==> src/rtl/puf_response_ctrl_if.sv <==
`default_nettype none
// +--------------------------------------------------------------------------+
// | Module   : puf_response_ctrl_if                                          |
// | Purpose  : Request / response bundle between a consumer and the PUF      |
// |            response controller.                                          |
// | Signals  : start, seed        request one word, starting challenge       |
// |            busy               controller is working on a word            |
// |            resp, resp_valid,  packed response word, valid/ready          |
// |            resp_ready                                                    |
// |            timeout_err        some evaluation of this word timed out     |
// | Modports : master = consumer side, slave = controller side               |
// | Revision : 1.0  initial release                                          |
// +--------------------------------------------------------------------------+
interface puf_response_ctrl_if #(
  parameter int CW = 32,
  parameter int RW = 16
);
  logic          start;
  logic [CW-1:0] seed;
  logic          busy;
  logic [RW-1:0] resp;
  logic          resp_valid;
  logic          resp_ready;
  logic          timeout_err;

  modport master (
    output start, seed, resp_ready,
    input  busy, resp, resp_valid, timeout_err
  );

  modport slave (
    input  start, seed, resp_ready,
    output busy, resp, resp_valid, timeout_err
  );
endinterface
`default_nettype wire

==> src/rtl/puf_response_ctrl.sv <==
`default_nettype none
// +--------------------------------------------------------------------------+
// | Module   : puf_response_ctrl                                             |
// | Purpose  : Sequences challenge/response evaluations of a race arbiter    |
// |            PUF: per bit it holds the arbiter in reset, fires one launch  |
// |            edge, waits for the (synchronized) done flag or a timeout,    |
// |            then stores the winner bit. RW bits are packed into a word    |
// |            delivered on a valid/ready handshake.                         |
// | Ports    : clk, rst         clock, synchronous active-high reset         |
// |            bus (slave)      start/seed request, resp word handshake,     |
// |                             busy and sticky timeout_err                  |
// |            chal             challenge to the delay lines                 |
// |            launch           one-cycle edge into both delay paths         |
// |            arb_rst          arbiter reset                                |
// |            arb_result/done  asynchronous arbiter outputs                 |
// | Option   : PUF_MAJORITY_VOTE_EN - evaluate each bit VOTES times with the  |
// |            same challenge and keep the majority value                    |
// | Revision : 1.0  initial release                                          |
// +--------------------------------------------------------------------------+
module puf_response_ctrl #(
  parameter int            CW          = 32,
  parameter int            RW          = 16,
  parameter int            ARB_RST_CYC = 2,
  parameter int            TIMEOUT     = 15,
  parameter logic [CW-1:0] LFSR_TAPS   = CW'(32'h80200003),
  parameter int            VOTES       = 5
) (
  input  logic                   clk,
  input  logic                   rst,
  puf_response_ctrl_if.slave     bus,
  output logic [CW-1:0]          chal,
  output logic                   launch,
  output logic                   arb_rst,
  input  logic                   arb_result,
  input  logic                   arb_done
);

  localparam int CNT_MAX = (ARB_RST_CYC > TIMEOUT) ? ARB_RST_CYC : TIMEOUT;
  localparam int CNT_W   = $clog2(CNT_MAX + 1);
  localparam int KW      = (RW > 1) ? $clog2(RW) : 1;

  generate
    if (ARB_RST_CYC < 1 || TIMEOUT < 3 || VOTES < 3 || (VOTES % 2) == 0) begin : g_param_err
      $error("puf_response_ctrl: illegal ARB_RST_CYC, TIMEOUT or VOTES");
    end
  endgenerate

  typedef enum logic [2:0] {
    S_IDLE    = 3'd0,
    S_ARM     = 3'd1,
    S_LAUNCH  = 3'd2,
    S_WAIT    = 3'd3,
    S_CAPTURE = 3'd4,
    S_OUT     = 3'd5
  } state_t;

  state_t           state;
  logic [CNT_W-1:0] cnt;
  logic [KW-1:0]    k;
  logic             bit_val;
  logic [1:0]       res_sync;
  logic [1:0]       done_sync;
  logic             vote;
  logic [CW-1:0]    chal_next;

`ifdef PUF_MAJORITY_VOTE_EN
  localparam int VW = $clog2(VOTES + 1);
  logic [VW-1:0] ones;
  logic [VW-1:0] vote_idx;
`endif

  // A timed-out evaluation contributes a 0.
  assign vote      = done_sync[1] & res_sync[1];
  assign chal_next = {chal[CW-2:0], 1'b0} ^ (chal[CW-1] ? LFSR_TAPS : '0);

  // Two-flop synchronizers for the asynchronous arbiter outputs.
  always_ff @(posedge clk) begin
    if (rst) begin
      res_sync  <= 2'b00;
      done_sync <= 2'b00;
    end else begin
      res_sync  <= {res_sync[0], arb_result};
      done_sync <= {done_sync[0], arb_done};
    end
  end

  always_ff @(posedge clk) begin
    if (rst) begin
      state           <= S_IDLE;
      cnt             <= '0;
      k               <= '0;
      bit_val         <= 1'b0;
      chal            <= '0;
      launch          <= 1'b0;
      arb_rst         <= 1'b1;
      bus.busy        <= 1'b0;
      bus.resp        <= '0;
      bus.resp_valid  <= 1'b0;
      bus.timeout_err <= 1'b0;
`ifdef PUF_MAJORITY_VOTE_EN
      ones            <= '0;
      vote_idx        <= '0;
`endif
    end else begin
      case (state)
        S_IDLE: begin
          if (bus.start) begin
            // An all-zero challenge would lock the LFSR at zero.
            chal            <= (bus.seed == '0) ? CW'(1) : bus.seed;
            k               <= '0;
            cnt             <= '0;
            bus.timeout_err <= 1'b0;
            bus.busy        <= 1'b1;
`ifdef PUF_MAJORITY_VOTE_EN
            ones            <= '0;
            vote_idx        <= '0;
`endif
            state           <= S_ARM;
          end
        end

        S_ARM: begin
          if (cnt == CNT_W'(ARB_RST_CYC - 1)) begin
            arb_rst <= 1'b0;
            launch  <= 1'b1;
            state   <= S_LAUNCH;
          end else begin
            cnt <= cnt + CNT_W'(1);
          end
        end

        S_LAUNCH: begin
          launch <= 1'b0;
          cnt    <= '0;
          state  <= S_WAIT;
        end

        S_WAIT: begin
          if (done_sync[1] || cnt == CNT_W'(TIMEOUT - 1)) begin
            if (!done_sync[1]) begin
              bus.timeout_err <= 1'b1;
            end
`ifdef PUF_MAJORITY_VOTE_EN
            if (vote_idx == VW'(VOTES - 1)) begin
              bit_val <= ((ones + VW'(vote)) > VW'(VOTES / 2));
              state   <= S_CAPTURE;
            end else begin
              // Re-evaluate with the same challenge.
              ones     <= ones + VW'(vote);
              vote_idx <= vote_idx + VW'(1);
              arb_rst  <= 1'b1;
              cnt      <= '0;
              state    <= S_ARM;
            end
`else
            bit_val <= vote;
            state   <= S_CAPTURE;
`endif
          end else begin
            cnt <= cnt + CNT_W'(1);
          end
        end

        S_CAPTURE: begin
          bus.resp[k] <= bit_val;
          chal        <= chal_next;
          arb_rst     <= 1'b1;
          cnt         <= '0;
`ifdef PUF_MAJORITY_VOTE_EN
          ones        <= '0;
          vote_idx    <= '0;
`endif
          if (k == KW'(RW - 1)) begin
            bus.resp_valid <= 1'b1;
            state          <= S_OUT;
          end else begin
            k     <= k + KW'(1);
            state <= S_ARM;
          end
        end

        S_OUT: begin
          if (bus.resp_ready) begin
            bus.resp_valid <= 1'b0;
            bus.busy       <= 1'b0;
            state          <= S_IDLE;
          end
        end

        default: begin
          state   <= S_IDLE;
          launch  <= 1'b0;
          arb_rst <= 1'b1;
        end
      endcase
    end
  end

endmodule
`default_nettype wire

==> src/flat_wrapper.sv <==
// flat-port wrapper written by rule: the top's interface ports become plain ports
module puf_response_ctrl_flat 
#(
  parameter int            CW          = 32,
  parameter int            RW          = 16,
  parameter int            ARB_RST_CYC = 2,
  parameter int            TIMEOUT     = 15,
  parameter logic [CW-1:0] LFSR_TAPS   = CW'(32'h80200003),
  parameter int            VOTES       = 5
)
  (clk, rst, chal, launch, arb_rst, arb_result, arb_done, bus_start, bus_seed, bus_resp_ready, bus_busy, bus_resp, bus_resp_valid, bus_timeout_err);
  puf_response_ctrl_if #(.CW(CW), .RW(RW)) bus_i ();
  input  logic clk;
  input  logic rst;
  output logic [CW-1:0] chal;
  output logic launch;
  output logic arb_rst;
  input  logic arb_result;
  input  logic arb_done;
  input wire logic [$bits(bus_i.start)-1:0] bus_start;
  input wire logic [$bits(bus_i.seed)-1:0] bus_seed;
  input wire logic [$bits(bus_i.resp_ready)-1:0] bus_resp_ready;
  output wire logic [$bits(bus_i.busy)-1:0] bus_busy;
  output wire logic [$bits(bus_i.resp)-1:0] bus_resp;
  output wire logic [$bits(bus_i.resp_valid)-1:0] bus_resp_valid;
  output wire logic [$bits(bus_i.timeout_err)-1:0] bus_timeout_err;
  assign bus_i.start = bus_start;
  assign bus_i.seed = bus_seed;
  assign bus_i.resp_ready = bus_resp_ready;
  assign bus_busy = bus_i.busy;
  assign bus_resp = bus_i.resp;
  assign bus_resp_valid = bus_i.resp_valid;
  assign bus_timeout_err = bus_i.timeout_err;
  puf_response_ctrl #(.CW(CW), .RW(RW), .ARB_RST_CYC(ARB_RST_CYC), .TIMEOUT(TIMEOUT), .LFSR_TAPS(LFSR_TAPS), .VOTES(VOTES)) u_core (.clk(clk), .rst(rst), .bus(bus_i), .chal(chal), .launch(launch), .arb_rst(arb_rst), .arb_result(arb_result), .arb_done(arb_done));
endmodule
==> config.mk <==
export PLATFORM = sky130hd
export DESIGN_NAME = puf_response_ctrl_flat
export DESIGN_NICKNAME = d
export VERILOG_FILES = /design/src/rtl/puf_response_ctrl_if.sv /design/src/rtl/puf_response_ctrl.sv /design/src/flat_wrapper.sv
export SDC_FILE = /design/constraint.sdc
export NUM_CORES = 1
export LEC_CHECK = 0
export BUFFER_PORTS_ARGS = -buffer_cell sky130_fd_sc_hd__buf_2
export CORE_MARGIN = 4
export CORE_UTILIZATION = 24
export CTS_CLUSTER_DIAMETER = 30
export CTS_CLUSTER_SIZE = 8
export DETAILED_ROUTE_END_ITERATION = 6
export PLACE_DENSITY = 0.5
export SYNTH_ARGS = -nofsm -noshare
export SYNTH_HDL_FRONTEND = slang
export SYNTH_SLANG_ARGS = --single-unit
export TNS_END_PERCENT = 1
==> constraint.sdc <==
create_clock -name clk -period 2.1 [get_ports clk]
set_input_delay 0.105 -clock clk [delete_from_list [all_inputs] [get_ports clk]]
set_output_delay 0.105 -clock clk [all_outputs]
set_load 0.02 [all_outputs]
After elaboration in Yosys (flattened, before gate mapping). Cells that the tools add are included.

Flip-flop bits (word level): 69. Input bits: 38. Logic and storage cells: 92.

Add/subtract/negate cells: 2. Magnitude comparators: 2. Equal/unequal tests: 17. Multiplexer cells: 32. Bitwise logic cells: 4. Reductions and logical operators: 22.

Operator list (number): 32-bit two-way mux (3); 32-bit one-hot mux with 2 select lines (1); 32-bit logical NOT (1); 32-bit XOR (1); 3-bit one-hot mux with 6 select lines (1); 16-bit bitwise mux (1); 4-bit two-way mux (4); 4-bit one-hot mux with 4 select lines (1); 3-bit two-way mux (5); 2-bit != test (second input constant) (6); 4-bit AND reduction (3); 1-bit one-hot mux with 2 select lines (5); 1-bit two-way mux (9); 3-bit AND reduction (3); 4-bit by 1-bit adder with 4-bit output (second input constant) (2); 4-bit == test (second input constant) (2); 4-bit one-hot mux with 2 select lines (1); 2-bit AND reduction (4); 2-bit nonzero test (4); 4-bit OR reduction (2); 3-bit by 2-bit == test with 1-bit output (second input constant) (2); 3-bit == test (second input constant) (2); 2-bit by 1-bit != test with 1-bit output (second input constant) (3); 4-bit by 5-bit less-than comparator with 1-bit output (second input constant) (1); 11 further kinds (12).

Longest topological paths before layout. Gate-level depths: netlist of run 1.

Word-level depth: 5. Gate-level depth with buffers: 7.

Worst setup path before layout of run 1. Ideal clock, no wire load.

Path kind: register to register. From: register u_core.cnt[0]. To: register u_core.cnt[2]. Setup time: 0.070 ns. Data arrival time: 1.644 ns. Setup slack: 0.386 ns. Stages on the path, launching flop included: 7. Cell sequence: dfxtp_1 inv_1 ha_1 a31o_2 and3_4 or4_1 a21oi_1.

Cells in the longest elaborated chain, start to end: 4. Elaborated cells on any way between the ends: 10. Those cells by class: add/sub: 1; eq/ne: 4; mux: 3; reduce/logical: 2.

RTL lines: from (decl) (line puf_response_ctrl.sv:58) `logic [CNT_W-1:0] cnt;`; from (signal assigned) (line puf_response_ctrl.sv:128) `cnt <= cnt + CNT_W'(1);`; from (signal assigned) (line puf_response_ctrl.sv:160) `cnt <= cnt + CNT_W'(1);`; parallel branches: the longest is 4 deep, another holds 4-bit by 1-bit adder with 4-bit output.

Parallel ways; which one is timed is not known. The select of a mux whose other input is x is not followed. A chain may end at the register's enable or synchronous reset.

Worst setup path in the final report of run 1. Same ends and word-level chain as after synthesis.

==> implementation parameters, run 1 <==
Parameter                              Value

Run status
  Outcome    completed

Global routing
  Largest net degree at the start of global routing    39
  Initial antenna violation count    0
  Met3 layer usage reported by global route    0.0395
  Vias in the first global route    2833
  Met2 capacity usage during global routing    0.188
  Top Usage Layer GRT    met2
  First-pass GRT wire length    14200 um
  Met1 Resource Use GR    0.156
  Overall routing resource usage    0.120
  Total global routing overflow    0

Power and ir drop
  Leakage    1.72 nW
  Overall power consumption    3.20 mW
  Power density over the cells    798 mW/mm2
  IR drop worst, VDD    325 uV

Synthesis
  Share of the yosys chip area belonging to registers    0.442
  Most frequently used flop master after synthesis    sky130_fd_sc_hd__dfxtp_1
  Library cell occupying the most area in the post-synthesis netlist    sky130_fd_sc_hd__dfxtp_1
  #FFs+latches synth    69
  Number of flops mapped to enable cells by yosys    0
  Post-synthesis cell area    0.00312 mm2
  Number of distinct library cells after synthesis    46
  Cell types with the largest area share after synthesis    sky130_fd_sc_hd__dfxtp_1 44%, sky130_fd_sc_hd__a21oi_1 7.7%, sky130_fd_sc_hd__a22oi_1 6.7%
  Synthesized net count    408
  Cell count after synthesis    363
  Yosys Warn Count    0
  Fraction of synthesized cell area taken by the top area cell type    0.442
  Most frequent cells after synthesis    69 x sky130_fd_sc_hd__dfxtp_1, 48 x sky130_fd_sc_hd__a21oi_1, 40 x sky130_fd_sc_hd__nand2_1, 28 x sky130_fd_sc_hd__a22oi_1, 24 x sky130_fd_sc_hd__nor2_1
  Most frequent cell after synthesis    sky130_fd_sc_hd__dfxtp_1
  Average instance area after synthesis    roughly 8.6 um2
  Ys async rst share    0

STA
  Unrepaired setup endpoints after global routing    no
  Final setup slack of the worst path    0.256 ns
  Endpoints failing setup    0
  Total negative slack for setup checks    0 ns
  Count of final max-slew check failures    0
  Transition time at the pin with the least slew margin    about 0.70 ns
  Minimum clock period after layout    1.84 ns
  Final hold violations    0
  Max Clock Freq    542 MHz
  Final period util    0.878
  Headroom to the max-slew limit    0.530
  Clock skew after layout    0.00496 ns

Critical path
  Data arrival time of the critical path    around 2.1 ns
  Endpoint required time on the critical path    2.36 ns
  Nature of the critical path startpoint    register
  Category of the most critical setup path    reg2reg
  CP endpoint kind    register
  Maximum fanout along the worst path    6

Placement
  Final GP Congestion    roughly 0.76
  Placed Instances    between 600 and 700
  Placed standard-cell area    0.00375 mm2
  PortBufs    90
  Place WS    0.281 ns
  Detailed placer's ending HPWL    6260 um

CTS
  Inserted Clock Buffers    9
  Clock slew at the register clock pins of the worst setup and hold paths    about 0.050 ns
  Number of sinks driven by the clock tree    69
  Clk root buf    sky130_fd_sc_hd__clkbuf_16
  Later-pin clock latency in the skew report    roughly 0.32 ns
  Post-CTS Resized    0
  Clock Path Buffers    2
  Number of H-tree levels    3
  TritonCTS clock tree    built

Route
  Drt total wl    a little under 9000 um
  Via density per instance    4.76
  Router iterations before antenna repair    5
  Antenna Nets Post-Route    0
  Final routed wire length divided by cell count    14.0 um
  Violation count after the first detailed-route iteration    approximately 170
  Residual DRC    0
  Detailed-route via count    around 3000

Floorplan
  Area of the core    0.0127 mm2
  Die W    122 um
  Num rows    between 40 and 50
  Height of the die    122 um
  Die ar.    around 0.015 mm2
  Ports    91
  Initial core utilization    0.246

Finish
  Layout Cell Area excl Fill    0.00402 mm2
  Nets    491
  Diode count    0
  Post-Layout Cell Count    approximately 620
  Area grow syn2layout    28.6%
  Share of post-route cells with drive strength above 1    0.271

Hold path
  Path class of the lowest-slack min-delay path    in2reg

Flow run
  Number of maximum-capacitance violations    0
-- area by class of cell --
| type | instances | area, um2 |
|---|---|---|
| inverters | 10 | 37.5 |
| fillers | 1381 | 8650 |
| multi-input cells | 256 | 1580 |
| clock inverters | 2 | 10.0 |
| clock buffers | 13 | 250 |
| flip-flops and latches | 69 | 1380 |
| repair buffers | 100 | 541 |
| well taps | 172 | 215 |
-- metrics by stage --
stage / hold WS (ns) / utilization
after floorplan: 0.233 / -
after global placement: 0.322 / 0.296
after detailed placement: 0.326 / 0.296
after CTS: 0.0279 / 0.317
after global routing: 0.0378 / 0.317
final: 0.0269 / 0.317
-- state kept, by name (all words and copies together) (netlist names) --
name,count
u_core.chal,32
u_core.bus.resp,16
u_core.cnt,4
u_core.k,4
u_core.state,3
u_core.done_sync,2
u_core.res_sync,2
u_core.arb_rst,1
u_core.bit_val,1
u_core.bus.busy,1
u_core.bus.resp_valid,1
u_core.bus.timeout_err,1
u_core.launch,1
-- report_power, final --
group	leakage [nW]	internal, mW	switching (mW)
logic	1.02	0.167	0.253
registers	0.562	1.37	0.0654
clock network	0.129	0.821	0.526
-- layer usage --
metal	up-vias	share of wire	wire (um)
li1	1473	-	-
met1	1392	0.45	3920
met2	90	0.47	4120
met3	4	0.068	590
met4	0	0.0099	86
met5	-	0	0
-- cell families (layout without fill, tap and decap cells) --
family | after synthesis | in the layout | synth area share
AO/OA/AOI/OAI | 101 | 101 | 0.203
XOR/XNOR | 2 | 2 | 0.00561
adder cells (fa/ha/maj) | 7 | 7 | 0.0280
buffers and inverters | 38 | 125 | 0.0537
flip-flops | 69 | 69 | 0.442
multiplexers | 18 | 18 | 0.0577
AND/OR/NAND/NOR | 128 | 128 | 0.210
-- worst paths after layout --
kind / from / end / slack (ns) / cells after the start
worst min register to register: u_core.done_sync[0]$_SDFF_PP0_ / u_core.done_sync[1]$_SDFF_PP0_ / 0.43 / 1
worst min-delay path: arb_result / u_core.res_sync[0]$_SDFF_PP0_ / 0.03 / 2
worst max-delay path: u_core.cnt[0]$_SDFFE_PP0P_ / u_core.cnt[2]$_SDFFE_PP0P_ / 0.26 / 6
worst max register to register: u_core.cnt[0]$_SDFFE_PP0P_ / u_core.cnt[2]$_SDFFE_PP0P_ / 0.26 / 6
-- worst max-delay path, stage by stage, from the launching register on --
cell and delay [ns]:
sky130_fd_sc_hd__dfxtp_1 0.39, sky130_fd_sc_hd__inv_1 0.08, sky130_fd_sc_hd__ha_1 0.19, sky130_fd_sc_hd__a31o_2 0.29, sky130_fd_sc_hd__and3_4 0.21, sky130_fd_sc_hd__or4_1 0.47, sky130_fd_sc_hd__a21oi_1 0.15
-- placed cells by master (no fill, tap or decap), types with 2 or more instances in the layout --
cell and instances:
sky130_fd_sc_hd__nand2_1 40, sky130_fd_sc_hd__nor3_1 3, sky130_fd_sc_hd__nand4_1 5, sky130_fd_sc_hd__dfxtp_1 69
sky130_fd_sc_hd__clkinv_2 2, sky130_fd_sc_hd__ha_1 7, sky130_fd_sc_hd__buf_4 8, sky130_fd_sc_hd__or3_1 3
sky130_fd_sc_hd__a211oi_1 3, sky130_fd_sc_hd__or4_1 2, sky130_fd_sc_hd__nor2_1 23, sky130_fd_sc_hd__clkbuf_16 9
sky130_fd_sc_hd__nand3_1 21, sky130_fd_sc_hd__nor4_1 9, sky130_fd_sc_hd__clkbuf_1 3, sky130_fd_sc_hd__nor2_2 2
sky130_fd_sc_hd__a22oi_1 28, sky130_fd_sc_hd__o21ai_0 8, sky130_fd_sc_hd__buf_2 90, sky130_fd_sc_hd__nor2b_1 10
sky130_fd_sc_hd__a21oi_1 48, sky130_fd_sc_hd__xor2_1 2, sky130_fd_sc_hd__mux2i_1 18, sky130_fd_sc_hd__inv_1 10
-- repair_timing --
item / in CTS / in global routing
hold buffers: 1 / 0
setup buffers: 0 / 0
endpoints found under the hold margin: 1 / 0
Power figures use the tool's default switching activity.
==> run 2, diff against run 1 <==
--- a/config.mk
+++ b/config.mk
@@ -5,13 +5,14 @@
 export SDC_FILE = /design/constraint.sdc
 export NUM_CORES = 1
 export LEC_CHECK = 0
+export ABC_AREA = 1
 export BUFFER_PORTS_ARGS = -buffer_cell sky130_fd_sc_hd__buf_2
 export CORE_MARGIN = 4
 export CORE_UTILIZATION = 24
 export CTS_CLUSTER_DIAMETER = 30
 export CTS_CLUSTER_SIZE = 8
 export DETAILED_ROUTE_END_ITERATION = 6
-export PLACE_DENSITY = 0.5
+export PLACE_DENSITY = 0.39
 export SYNTH_ARGS = -nofsm -noshare
 export SYNTH_HDL_FRONTEND = slang
 export SYNTH_SLANG_ARGS = --single-unit
==> implementation parameters, run 2 <==
Parameter                              Value

Run status
  Outcome    completed

CTS
  TritonCTS clock tree    built
  Later-pin clock latency in the skew report    0.33 ns (about the same)
  Clock slew at the register clock pins of the worst setup and hold paths    0.05 ns (about the same)
  Number of H-tree levels    3 (unchanged)
  Post-CTS Resized    0 (unchanged)
  Inserted Clock Buffers    9 (unchanged)
  Clk root buf    sky130_fd_sc_hd__clkbuf_16
  Clock Path Buffers    2 (unchanged)
  Number of sinks driven by the clock tree    69 (unchanged)

STA
  Total negative slack for setup checks    0 ns (unchanged)
  Minimum clock period after layout    1.62 ns (-0.221 ns)
  Max Clock Freq    616 MHz (+14%)
  Final hold violations    0 (unchanged)
  Unrepaired setup endpoints after global routing    no
  Clock skew after layout    0.00514 ns (+0.000181 ns)
  Count of final max-slew check failures    0 (unchanged)
  Final period util    0.773 (-0.105)
  Transition time at the pin with the least slew margin    0.639 ns (-0.0654 ns)
  Endpoints failing setup    0 (unchanged)
  Final setup slack of the worst path    0.477 ns (+0.221 ns)
  Headroom to the max-slew limit    0.573 (+0.0436)

Floorplan
  Die W    127 um (+4.2%)
  Initial core utilization    0.246 (-0.000571)
  Height of the die    127 um (+4.2%)
  Area of the core    0.0139 mm2 (+9.5%)
  Ports    91 (unchanged)
  Die ar.    0.0162 mm2 (+8.7%)
  Num rows    43 (+4.9%)

Power and ir drop
  NetSw    2.08 mW (+150%)
  Switching share of power    0.412 (+0.149)
  Sequential group share of total power    0.352 (-0.097)
  Overall power consumption    5.04 mW (+57%)
  Internal Dissipation    2.96 mW (+25%)
  Power density over the cells    1170 mW/mm2 (+47%)
  Part of the total power dissipated in the clock network    0.264 (-0.156)
  Part of the total power dissipated in combinational logic    0.384 (+0.253)
  Leakage    2.16 nW (+26%)
  IR drop worst, VDD    357 uV (+9.8%)

Finish
  Diode count    0 (unchanged)
  Nets    645 (+31%)
  Most common library cell in the layout ignoring fill and taps    sky130_fd_sc_hd__nand2_1
  Number of inserted filler cells in the final layout    1592 (+15%)
  Highest-count cells in the layout ignoring fill and taps    181 x sky130_fd_sc_hd__nand2_1, 90 x sky130_fd_sc_hd__buf_2, 69 x sky130_fd_sc_hd__dfxtp_1
  Area taken by flip-flops and latches    0.00138 mm2 (unchanged)
  Total area of multi-input combinational cells    0.00169 mm2 (+7.0%)
  Share of post-route cells with drive strength above 1    0.212 (-0.0588)
  Regs by FF count    u_core.chal: 32 flops, u_core.bus.resp: 16 flops
  Largest register by flop count    u_core.chal
  Max reg flops    32 (unchanged)
  Area grow syn2layout    26.2%

Global routing
  Total global routing overflow    0 (unchanged)
  First-pass GRT wire length    16300 um (+15%)
  Initial antenna violation count    0 (unchanged)
  Overall routing resource usage    0.128 (+0.00736)
  Largest net degree at the start of global routing    38 (-2.6%)
  Vias in the first global route    3300 (+16%)

Critical path
  Nature of the critical path startpoint    register
  Number of cells on the worst reg-to-reg path    6 (unchanged)
  Data arrival time of the critical path    1.89 ns (-0.21 ns)
  Maximum fanout along the worst path    12 (+6)
  Endpoint required time on the critical path    2.37 ns (about the same)
  CP endpoint kind    register
  Category of the most critical setup path    reg2reg

Hold path
  Path class of the lowest-slack min-delay path    in2reg
  Hold Path Depth    4 (+2)

Placement
  Detailed placer's ending HPWL    7220 um (+15%)
  Final GP Congestion    0.743 (-2.5%)
  Place WS    0.461 ns (+0.180 ns)
  PortBufs    90 (unchanged)

Synthesis
  Average instance area after synthesis    6.67 um2 (-23%)
  Synthesized-area fraction occupied by ao, oa, aoi and oai cells    0.0828 (-0.120)
  Fraction of synthesized cell area taken by the top area cell type    0.405 (-0.0376)
  Synthesized net count    557 (+37%)
  Area fraction in and, or, nand and nor cells after synthesis    0.375 (+0.165)
  Number of flops mapped to enable cells by yosys    0 (unchanged)
  Cell types with the largest area share after synthesis    sky130_fd_sc_hd__dfxtp_1 40%, sky130_fd_sc_hd__nand2_1 20%, sky130_fd_sc_hd__nand3_1 7.3%
  #FFs+latches synth    69 (unchanged)
  Multiplexer area fraction after synthesis    0 (-0.0577)
  XOR/XNOR share of the synthesized area    0.0128 (+0.00722)
  Cell count after synthesis    512 (+41%)
  Post-synthesis cell area    0.00341 mm2 (+9.3%)
  Most frequently used flop master after synthesis    sky130_fd_sc_hd__dfxtp_1
  Synthesized-area fraction occupied by adder cells    0.0257 (-0.00239)
  Library cell occupying the most area in the post-synthesis netlist    sky130_fd_sc_hd__dfxtp_1
  Yosys Warn Count    0 (unchanged)
  Ys async rst share    0 (unchanged)
  Most frequent cell after synthesis    sky130_fd_sc_hd__nand2_1
  Share of the yosys chip area belonging to registers    0.405 (-0.0376)
  Number of distinct library cells after synthesis    31 (-33%)
  Combinational family with the most area after synthesis    simple AND/OR/NAND/NOR gates
  Most frequent cells after synthesis    181 x sky130_fd_sc_hd__nand2_1, 69 x sky130_fd_sc_hd__dfxtp_1, 54 x sky130_fd_sc_hd__inv_1, 50 x sky130_fd_sc_hd__nand3_1, 49 x sky130_fd_sc_hd__nor2_1

Route
  Violation count after the first detailed-route iteration    199 (+16%)
  Via density per instance    4.30 (-9.6%)
  Antenna Nets Post-Route    0 (unchanged)
  Drt total wl    9880 um (+13%)
  Detailed-route via count    3368 (+14%)
  Final routed wire length divided by cell count    12.6 um (-9.9%)
  Residual DRC    0 (unchanged)
  Router iterations before antenna repair    4 (-1)

Flow run
  Number of maximum-capacitance violations    0 (unchanged)
## run 2: cell count changes after synthesis, sizes merged, moves of 18 or more
cell / change
a21oi: -20
a22oi: -28
inv: +51
mux2i: -18
nand2: +144
nand3: +29
nor2: +33
## run 2: layout make-up
cell class	instances	area share
Multi-Input combinational cell	361	0.393
Sequential cell	69	0.321
Timing Repair Buffer	97	0.121
Inverter	62	0.0552
Clock buffer	11	0.0540
Tap cell	180	0.0523
Clock inverter	3	0.00349
## run 2: critical path, cell delays in order, from the launching register on
cell and delay (ns):
sky130_fd_sc_hd__dfxtp_1 0.55, sky130_fd_sc_hd__inv_4 0.10, sky130_fd_sc_hd__nor2_8 0.16, sky130_fd_sc_hd__inv_2 0.15, sky130_fd_sc_hd__nor2_2 0.31, sky130_fd_sc_hd__nand3_1 0.12
sky130_fd_sc_hd__a21oi_1 0.17
## run 2: path summary, 6_finish.rpt
check                                                     from                                to  slack, ns
worst max register to register    u_core.state[2]$_SDFFE_PP0P_   u_core.bus.resp[8]$_SDFFE_PP0P_       0.48
worst min-delay path                                       rst  u_core.bus.resp[15]$_SDFFE_PP0P_       0.07
worst max-delay path              u_core.state[2]$_SDFFE_PP0P_   u_core.bus.resp[8]$_SDFFE_PP0P_       0.48
worst min register to register  u_core.done_sync[0]$_SDFF_PP0_    u_core.done_sync[1]$_SDFF_PP0_       0.40
## run 2: metrics by stage
stage | area, um2 | hold WS, ns | util | cells
2_1_floorplan | 3410 | 0.212 | - | 512
3_3_place_gp | 4040 | 0.305 | 0.291 | 767
3_5_place_dp | 4040 | 0.313 | 0.291 | 767
4_1_cts | 4310 | 0.0604 | 0.310 | 783
5_1_grt | 4310 | 0.0851 | 0.310 | 783
6_report | 4310 | 0.0719 | 0.310 | 783
## run 2: what timing repair did
item / 4_1_cts / 5_1_grt
hold buffers: 2 / 0
endpoints found under the hold margin: 2 / 0
setup buffers: 0 / 0
## run 2: power by group through the flow
stage,logic [mW],clock network (mW),registers (mW)
2_1_floorplan,1.27,0,1.92
3_3_place_gp,1.97,0,1.80
3_5_place_dp,1.96,0,1.81
4_1_cts,1.97,1.39,1.78
5_1_grt,2.20,1.45,1.81
6_report,1.93,1.33,1.77
## run 2: logic make-up after synthesis
family / Yosys count
xor gates and xnor gates: 5
AOI/OAI and AO/OA: 50
buffers and inverters: 82
adders and majority gates: 7
and+or+nand+nor: 299
DFF: 69
## run 2: routing by layer
metal  share of wire  GRT usage  vias to the layer above  routed length [um]
li1                -          -                     1777                   -
met1            0.48      0.161                     1518                4760
met2            0.46      0.209                       61                4560
met3           0.035     0.0255                       12                 345
met4           0.022     0.0618                        0                 218
met5               0          0                        -                   0
